### config.mk
export PLATFORM = sky130hd
export DESIGN_NAME = lock_key_sequencer
export DESIGN_NICKNAME = d
export VERILOG_FILES = /design/src/rtl/lock_key_sequencer.sv
export SDC_FILE = /design/constraint.sdc
export NUM_CORES = 1
export LEC_CHECK = 0
export ABC_AREA = 1
export ABC_CLOCK_PERIOD_IN_PS = 9300
export BUFFER_PORTS_ARGS = -buffer_cell sky130_fd_sc_hd__buf_2
export CORE_UTILIZATION = 35
export DETAILED_ROUTE_END_ITERATION = 12
export GPL_TIMING_DRIVEN = 1
export PLACE_DENSITY = 0.68
export SKIP_LAST_GASP = 1
export SLEW_MARGIN = 10
export SYNTH_ARGS = -nofsm -noshare
export SYNTH_HDL_FRONTEND = slang
export SYNTH_SLANG_ARGS = --single-unit
### constraint.sdc
create_clock -name clk -period 9.3 [get_ports clk]
set_input_delay 0.465 -clock clk [delete_from_list [all_inputs] [get_ports clk]]
set_output_delay 0.465 -clock clk [all_outputs]
set_load 0.005 [all_outputs]
### src/rtl/lock_key_sequencer.sv
// Key-load and evaluation sequencer for an XOR key-locked combinational core.
// Optional macro LOCK_OUT_BLANK_EN blanks out_data whenever no verified key is committed.
module lock_key_sequencer #(
  parameter int KEY_W      = 8,
  parameter int IN_W       = 41,
  parameter int OUT_W      = 32,
  parameter int SETTLE_CYC = 2
) (
  input  logic             clk,
  input  logic             rst,
  input  logic             key_load,
  input  logic             key_sv,
  input  logic             key_sd,
  output logic             key_ready,
  output logic             key_err,
  output logic [KEY_W-1:0] key_in,
  output logic [KEY_W-1:0] key_pseudo,
  input  logic             in_valid,
  output logic             in_ready,
  input  logic [IN_W-1:0]  in_data,
  output logic [IN_W-1:0]  core_in,
  input  logic [OUT_W-1:0] core_out,
  output logic             out_valid,
  input  logic             out_ready,
  output logic [OUT_W-1:0] out_data
);

  localparam int SH_W = 2*KEY_W + 1;
  localparam int BC_W = $clog2(SH_W + 1);
  localparam int SC_W = $clog2(SETTLE_CYC + 1);
  localparam logic [BC_W-1:0] LAST_BIT    = BC_W'(SH_W - 1);
  localparam logic [SC_W-1:0] SETTLE_INIT = SC_W'(SETTLE_CYC);

  typedef enum logic [2:0] {IDLE, LOAD, CHECK, READY, EVAL, HOLD, ERROR} state_t;

  state_t           state;
  logic [SH_W-1:0]  shreg;
  logic [BC_W-1:0]  bitcnt;
  logic [SC_W-1:0]  settle;
  logic [OUT_W-1:0] res_p1;
  logic             start_load;

  function automatic logic parity_ok(input logic [SH_W-1:0] v);
    return ~(^v);
  endfunction

  assign start_load = key_load && (state inside {IDLE, LOAD, READY, ERROR});

  always_ff @(posedge clk or posedge rst) begin
    if (rst) begin
      state      <= IDLE;
      shreg      <= '0;
      bitcnt     <= '0;
      settle     <= '0;
      key_ready  <= 1'b0;
      key_err    <= 1'b0;
      key_in     <= '0;
      key_pseudo <= '0;
      in_ready   <= 1'b0;
      core_in    <= '0;
      out_valid  <= 1'b0;
      res_p1     <= '0;
    end else if (start_load) begin
      // Any (re)start drops the old key before a single new bit arrives
      state      <= LOAD;
      shreg      <= '0;
      bitcnt     <= '0;
      key_ready  <= 1'b0;
      key_err    <= 1'b0;
      key_in     <= '0;
      key_pseudo <= '0;
      in_ready   <= 1'b0;
    end else begin
      case (state)
        LOAD: begin
          if (key_sv) begin
            shreg <= {shreg[SH_W-2:0], key_sd};
            if (bitcnt == LAST_BIT) begin
              state <= CHECK;
            end else begin
              bitcnt <= bitcnt + BC_W'(1);
            end
          end
        end
        CHECK: begin
          if (parity_ok(shreg)) begin
            key_in     <= shreg[SH_W-1 -: KEY_W];
            key_pseudo <= shreg[KEY_W -: KEY_W];
            key_ready  <= 1'b1;
            in_ready   <= 1'b1;
            state      <= READY;
          end else begin
            key_err <= 1'b1;
            state   <= ERROR;
          end
        end
        // Input launch: p0 is the core_in register, p1 the captured result
        READY: begin
          if (in_valid && in_ready) begin
            core_in  <= in_data;
            settle   <= SETTLE_INIT;
            in_ready <= 1'b0;
            state    <= EVAL;
          end
        end
        EVAL: begin
          if (settle == '0) begin
`ifdef LOCK_OUT_BLANK_EN
            if (key_ready) begin
              res_p1    <= core_out;
              out_valid <= 1'b1;
              state     <= HOLD;
            end else begin
              res_p1    <= '0;
              out_valid <= 1'b0;
              state     <= IDLE;
            end
`else
            res_p1    <= core_out;
            out_valid <= 1'b1;
            state     <= HOLD;
`endif
          end else begin
            settle <= settle - SC_W'(1);
          end
        end
        HOLD: begin
          if (out_ready) begin
            out_valid <= 1'b0;
            in_ready  <= 1'b1;
            state     <= READY;
          end
        end
        default: ;
      endcase
    end
  end

`ifdef LOCK_OUT_BLANK_EN
  assign out_data = key_ready ? res_p1 : '0;
`else
  assign out_data = out_valid ? res_p1 : '0;
`endif

endmodule

# Word level (Yosys, flattened, before mapping)
# Cells that the tools add are included.
dict set report totals {
  inputBits 80
  ff_bits 120
}
dict set report classes {
  n_reduce_logical 24
  n_bitwise 1
  n_mux 38
  n_addsub 2
  n_eq_ne 19
}
# cell n
set ops {}
lappend ops {{2-to-1 mux 17 bit} 3}
lappend ops {{2-to-1 mux 8 bit} 6}
lappend ops {{2-to-1 mux 32 bit} 1}
lappend ops {{2-to-1 mux 3 bit} 7}
lappend ops {{2-to-1 mux 5 bit} 4}
lappend ops {{XOR reduction 17 bit} 1}
lappend ops {{case mux 3 bit (5 select lines)} 1}
lappend ops {{!= test 3 bit, second input constant} 4}
lappend ops {{AND reduction 4 bit} 3}
lappend ops {{nonzero test 2 bit} 6}
lappend ops {{2-to-1 mux 1 bit} 11}
lappend ops {{!= test 2 bit, second input constant} 5}
lappend ops {{equality test 3 bit, second input constant} 3}
lappend ops {{AND reduction 3 bit} 3}
lappend ops {{nonzero test 4 bit} 2}
lappend ops {{equality test 3 x 2 -> 1 bit, second input constant} 2}
lappend ops {{!= test 3 x 2 -> 1 bit, second input constant} 2}
lappend ops {{AND reduction 2 bit} 3}
lappend ops {{AND reduction 6 bit} 1}
lappend ops {{nonzero test 6 bit} 1}
lappend ops {{adder 5 x 1 -> 5 bit, second input constant} 1}
lappend ops {{equality test 5 bit, second input constant} 1}
lappend ops {{2-to-1 mux 2 bit} 2}
lappend ops {{case mux 2 bit (2 select lines)} 1}
lappend ops {{other kinds (9)} 10}

# Logic depth before layout (Yosys ltp)
# Gate-level depths: netlist (run 1).
dict set report logic_depth {
  word_depth 5
  ltp_mapped 15
}

# Least setup slack after synthesis (run 1)
# OpenSTA, ideal clock, no wires.
dict set report synth_path {
  kind {reg-to-reg}
  startpoint {register state[1]}
  endpoint {register bitcnt[4]}
  setup_ns 0.121
  stages_incl_launch_ff 11
  arrival_ns 1.365
  setup_slack_ns 7.814
  required_time_ns 9.179
  path_buffers 0
  period_less_slack_ns 1.486
  path_cell_list {dfrtp_1 > inv_1 > nand2_1 > nor3_4 > nand2_2 > nand2_2 > nand2_1 > nor2_1 > nand2_1 > o21ai_1 > a21oi_1}
}
dict set report synth_via {
  elab_chain_cells 5
  elab_cells_between_ends 11
}
# element line_no
set synth_rtl {}
lappend synth_rtl {{from (decl)} 36} ;# state_t state;
lappend synth_rtl {{from (signal assigned)} 51} ;# state <= IDLE;
lappend synth_rtl {{from (signal assigned)} 65} ;# state <= LOAD;
lappend synth_rtl {{from (signal assigned)} 79} ;# state <= CHECK;
lappend synth_rtl {{equality test 3 x 1 -> 1 bit, or another cell as far along} {47, 74}}
lappend synth_rtl {{nonzero test 4 bit} 47} ;# assign start_load = key_load && (state inside {IDLE, LOAD, READY, ERROR});
lappend synth_rtl {{logical AND 1 bit} 47}
lappend synth_rtl {{!= test 2 bit (no source line) / nonzero test 2 bit (equally long branches)} -}
lappend synth_rtl {{AND reduction 3 bit (no source line)} -}
lappend synth_rtl {{to (signal assigned)} 81} ;# bitcnt <= bitcnt + BC_W'(1);
lappend synth_rtl {{to (decl)} 38} ;# logic [BC_W-1:0] bitcnt;
# Several ways; a longest one is shown, not always the timed one.
# A chain may end at the register's enable or synchronous reset.

# Final worst setup path (run 1)
dict set report layout_path {
  startpoint {register out_valid}
  endpoint {output port out_data[6]}
}
dict set report layout_via {
  elab_chain_cells 1
}
# element line_no
set layout_rtl {}
lappend layout_rtl {{from (decl)} 23} ;# output logic out_valid,
lappend layout_rtl {{from (signal assigned)} 61} ;# out_valid <= 1'b0;
lappend layout_rtl {{from (signal assigned)} 120} ;# out_valid <= 1'b1;
lappend layout_rtl {{from (signal assigned)} 129} ;# out_valid <= 1'b0;
lappend layout_rtl {{2-to-1 mux 32 bit} 142} ;# assign out_data = out_valid ? res_p1 : '0;
lappend layout_rtl {{to (decl)} 25} ;# output logic [OUT_W-1:0] out_data
# No other way between the ends.

==> results.ini, run 1 <==
[global_route]
overflow=0
grt_pass1_wl_um=19500
grt_pass1_vias=4133
grt_usage_pct=15.5
antenna_found_initial=0
grt_start_max_net_pins=79

[placement]
dp_hpwl_um=8020
gp_congestion=0.763
port_buffers=172

[run_status]
outcome=finished, final reports clean

[die]
core.rowCount=44
io-pin-count=173
die_w_um=126
start_util_pct=36.4
placeableCoreArea_um2=14800
die_area_um2=15900
die_h_um=126

[clock_network]
cts_resized=0
tritoncts=done
clk_latency_ns=0.41
cts.reportedPaths.clkPinSlew_ns=0.05
root_buffer=clkbuf_16
cts_sinks=120
cts_max_level=4
hold_buffers=0
cts_buffers=17
cts_setup_buffers=0
cts_max_path_buffers=2

[logic_synthesis]
synth_compound_area_share_pct=5.47
netlist_instances=592
syn-cell-area_um2=5380
ys_ff_latch=120
syn_avg_cell_area_um2=9.08
synth.area.mux_share_pct=8.59
syn-num-nets=675
synth_fa_ha_area_share_pct=0.698
synthSimpleGateAreaFrac_pct=21.1
synth_cell_types=29
synth_top_family_by_area=simple AND/OR/NAND/NOR gates
synth_warnings=0
synth_xor_area_share_pct=0.651
seq_area_frac_synth_pct=55.8

[hold_path]
min_path_type=in2async

[critical_path]
path_class=reg2out
rrSetupSlack_ns=7.09
cp_data_arrival_time_ns=1.82
critPathRequiredTime_ns=8.84
cp_max_fo=34
cp-end-kind=output port
rr_worst_depth=10
start_kind=flip-flop

[power]
p_sw_mw=0.768
p_seq_share_pct=38.1
combPwrFrac_pct=34.7
vdd_drop_max_mv=0.209
p_leak_nw=3.95
power_mw=2.16
p_int_mw=1.40
pwr_density_cell_nw_per_um2=313
clkPwrFrac_pct=27.2
switching_share_pct=35.5

[drt]
wire_per_inst_um=12.1
vias_per_cell=4.46
first_pass_iters=4
drc_errors=0
wl_um=11600
drt_iter0_drc=266
drt.antenna.violating_nets=0
vias=4283

[sta]
slew_headroom_pct=26.5
rsz0062_at_grt=false
worst_slew_pin_slew_ns=1.10
hold_viol=0
setup_violations=0
tns_ns=0
layout_min_cycle_time_ns=2.28
clock-skew-final_ns=0.0110
maxSlewViolCount=0
fmaxAchievable_ghz=0.438
fin_crit_sh_pct=24.6

[layout]
multi_input_area_um2=1960
regArea_um2=3000
nFillCells=1422
final_cell_mix=nand2_1 (217), buf_2 (172), dfrtp_1 (120)
final_common_cell=nand2_1
nets=847
drive_above_1_share_pct=35.1
n_antenna_cell=0
area_growth_pct=28.4

[job]
drv_cap=0

[per-layer routing]
layer	up-vias	global-route usage (%)	routed length, um
met5	-	0	0
met4	0	4.89	113
met3	11	5.27	666
met2	135	24.8	5390
met1	1943	19.8	5460
li1	2194	-	-
[flip-flops by register name, summed over array words and instances (netlist names)]
signal	flops
bitcnt	5
core_in	41
in_ready	1
key_err	1
key_in	8
key_pseudo	8
key_ready	1
out_valid	1
res_p1	32
settle	2
shreg	17
state	3
[final timing paths]
kind,from,endpoint
min,rst,core_in[3]
max,out_valid,out_data[6]
max in group asynchronous,rst,core_in[11]
max reg2reg,state[1],bitcnt[4]
min reg2reg,key_err,key_err
min in group clk,core_out[20],res_p1[20]
[synthesized netlist by cell type (all sizes together)]
cell | number | area [um2]
buf | 12 | 80.1
nor3 | 3 | 26.3
clkbuf | 10 | 37.5
ha | 3 | 37.5
nor2 | 8 | 30.0
nand3 | 28 | 165
mux2 | 41 | 462
nor3b | 1 | 7.51
xor2 | 1 | 8.76
xnor2 | 3 | 26.3
nand2 | 224 | 863
o21ai | 41 | 228
a22oi | 1 | 7.51
nand4 | 6 | 37.5
dfrtp | 120 | 3000
or2 | 1 | 6.26
inv | 78 | 293
a21oi | 10 | 50.1
a2bb2oi | 1 | 8.76
[power groups by stage]
stage	clock network, mW	registers, mW	logic (mW)
CTS	0.605	0.826	0.762
floorplan	0	0.815	0.522
global route	0.627	0.851	0.857
finish	0.589	0.826	0.750
detailed placement	0	0.829	0.761
global placement	0	0.826	0.747
[critical path, stage by stage, from the launching register on]
cell and delay [ns]:
dfrtp_1 1.07, nand2_1 0.14, inv_1 0.09, buf_2 0.11
[stage by stage]
step / util, % / setup WS, ns / hold WS, ns / instances / instance area [um2]
2_1_floorplan: - / 5.65 / 0.449 / 592 / 5380
3_3_place_gp: 43.2 / 7.09 / 0.464 / 929 / 6380
3_5_place_dp: 43.2 / 7.07 / 0.465 / 929 / 6380
4_1_cts: 46.8 / 6.95 / 0.111 / 960 / 6910
5_1_grt: 46.8 / 6.80 / 0.136 / 960 / 6910
6_report: 46.8 / 7.02 / 0.0938 / 960 / 6910
[layout make-up]
| class | instances | share of cell area, % |
|---|---|---|
| Sequential cell | 120 | 43.5 |
| Multi-Input combinational cell | 372 | 28.4 |
| Timing Repair Buffer | 175 | 12.8 |
| Clock buffer | 21 | 6.52 |
| Inverter | 78 | 4.28 |
| Tap cell | 184 | 3.33 |
| Clock inverter | 10 | 1.16 |
[cell families (layout without fill, tap and decap cells)]
group,Yosys count,count (layout)
AND/OR/NAND/NOR,271,271
flip-flops,120,120
buffers and inverters,100,284
AO/OA/AOI/OAI,53,53
multiplexers,41,41
XOR/XNOR,4,4
adder cells (fa/ha/maj),3,3
Power figures use the tool's default switching activity.
==> run 2: changes to the inputs <==
ABC_CLOCK_PERIOD_IN_PS = 2200   (was 9300)
clock period = 2.2 ns   (was 9.3 ns; I/O delays follow)
==> run 2 against run 1 <==
  * Final cell count increased by 8.3%
  * Combinational power rose to 4.5 times the previous value
  * Highest routed layer unchanged
  * Clock power increased to 4.6 times the previous value
==> results.ini, run 2 (synthesized netlist as in run 1, its figures left out) <==
[run_status]
outcome=finished, final reports clean

[placement]
dp_hpwl_um=8140
dp_cells=933
placed_area_um2=6430
port_buffers=172
pre_cts_ws_ns=0.419
gp_congestion=0.769

[sta]
tns_ns=0
fmaxAchievable_ghz=0.560
setup_ws_ns=0.415
fin_crit_sh_pct=81.1
layout_min_cycle_time_ns=1.79
worst_slew_pin_slew_ns=0.626
whs_ns=0.154
setup_violations=0
rsz0062_at_grt=false
hold_viol=0
clock-skew-final_ns=0.00636
slew_headroom_pct=58.3
maxSlewViolCount=0

[drt]
wl_um=13400
first_pass_iters=4
drt_iter0_drc=187
drc_errors=0
vias_per_cell=4.53
vias=4707
wire_per_inst_um=12.8
drt.antenna.violating_nets=0

[critical_path]
cp-end-kind=flip-flop
critPathRequiredTime_ns=2.48
r2r-start=state[2]
cp_max_fo=13
cp_data_arrival_time_ns=2.07
setup.worst_path.start=state[2]
path_class=reg2reg
rr_worst_depth=9
start_kind=flip-flop

[layout]
area_growth_pct=44.6
reg.largest.list=core_in x41, res_p1 x32, shreg x17
nFillCells=1303
finalInstanceArea_um2=7780
final_cell_mix=nand2_1 (217), buf_2 (172), dfrtp_1 (120)
n_antenna_cell=0
nets=927
largest_register_ff_count=41
regMostFlops=core_in
finalNonFillerCells=1040
drive_above_1_share_pct=32.4
final_common_cell=nand2_1

[global_route]
grt_start_max_net_pins=121
overflow=0
grt_usage_pct=18.0
grt_pass1_wl_um=22600
grt_pass1_vias=4838
antenna_found_initial=0

[power]
p_seq_share_pct=36.2
vdd_drop_max_mv=0.613
pwr_density_cell_nw_per_um2=1230
p_int_mw=6.24
combPwrFrac_pct=35.4
switching_share_pct=34.8
p_leak_nw=4.31
clkPwrFrac_pct=28.4
p_sw_mw=3.34

[clock_network]
cts_resized=0
root_buffer=clkbuf_16
cts_buffers=17
clk_latency_ns=0.40
tritoncts=done
cts_max_level=4
cts_sinks=120
hold_buffers=76
cts_setup_buffers=0
cts_max_path_buffers=2
cts.reportedPaths.clkPinSlew_ns=0.05

[job]
drv_cap=0

[die]
die_h_um=126
io-pin-count=173
placeableCoreArea_um2=14800
start_util_pct=36.4
die_w_um=126
die_area_um2=15900
core.rowCount=44

[hold_path]
hold_path_startpoint=in_valid
holdPathStages=5
min_path_type=in2reg

run 2: final cells by class:
type | instances | area, um2 | share of cell area [%]
repair buffers | 255 | 1700 | 21.9
flip-flops and latches | 120 | 3000 | 38.6
multi-input cells | 372 | 1960 | 25.3
well taps | 184 | 230 | 2.96
inverters | 78 | 297 | 3.81
clock buffers | 23 | 488 | 6.28
clock inverters | 8 | 95.1 | 1.22
run 2: routing by layer:
metal	up-vias	wire length [um]	GRT usage, %
met3	25	799	5.27
met1	2177	5760	22.2
met4	0	329	7.87
met5	-	0	0
li1	2351	-	-
met2	154	6460	29.4
run 2: metrics by stage:
step	total power [mW]	utilization, %
CTS	9.63	52.7
global placement	6.66	43.6
detailed placement	6.76	43.6
floorplan	5.65	-
global route	10.3	52.7
finish	9.57	52.7
run 2: worst max-delay path, stage by stage, from the launching register on:
cell and delay [ns]:
dfrtp_1 0.49, inv_2 0.07, nand3_2 0.13, nand3_2 0.29, nand2_2 0.22, nand2_1 0.06
nor2_1 0.12, nand2_1 0.09, o21ai_1 0.13, a21oi_1 0.05
run 2: power groups by stage:
stage	clock [mW]	sequential [mW]	combinational (mW)
floorplan	0	3.44	2.21
global placement	0	3.44	3.22
detailed placement	0	3.46	3.30
CTS	2.78	3.45	3.40
global route	2.91	3.57	3.85
finish	2.71	3.47	3.39
run 2: final timing paths:
| check | to | slack (ns) |
|---|---|---|
| setup / recovery | bitcnt[4] | 0.41 |
| hold / removal | settle[1] | 0.15 |
| setup reg to reg | bitcnt[4] | 0.41 |
| hold reg to reg | key_in[0] | 0.47 |
| max in group asynchronous | key_pseudo[1] | 1.28 |
| min in group asynchronous | res_p1[10] | 0.45 |
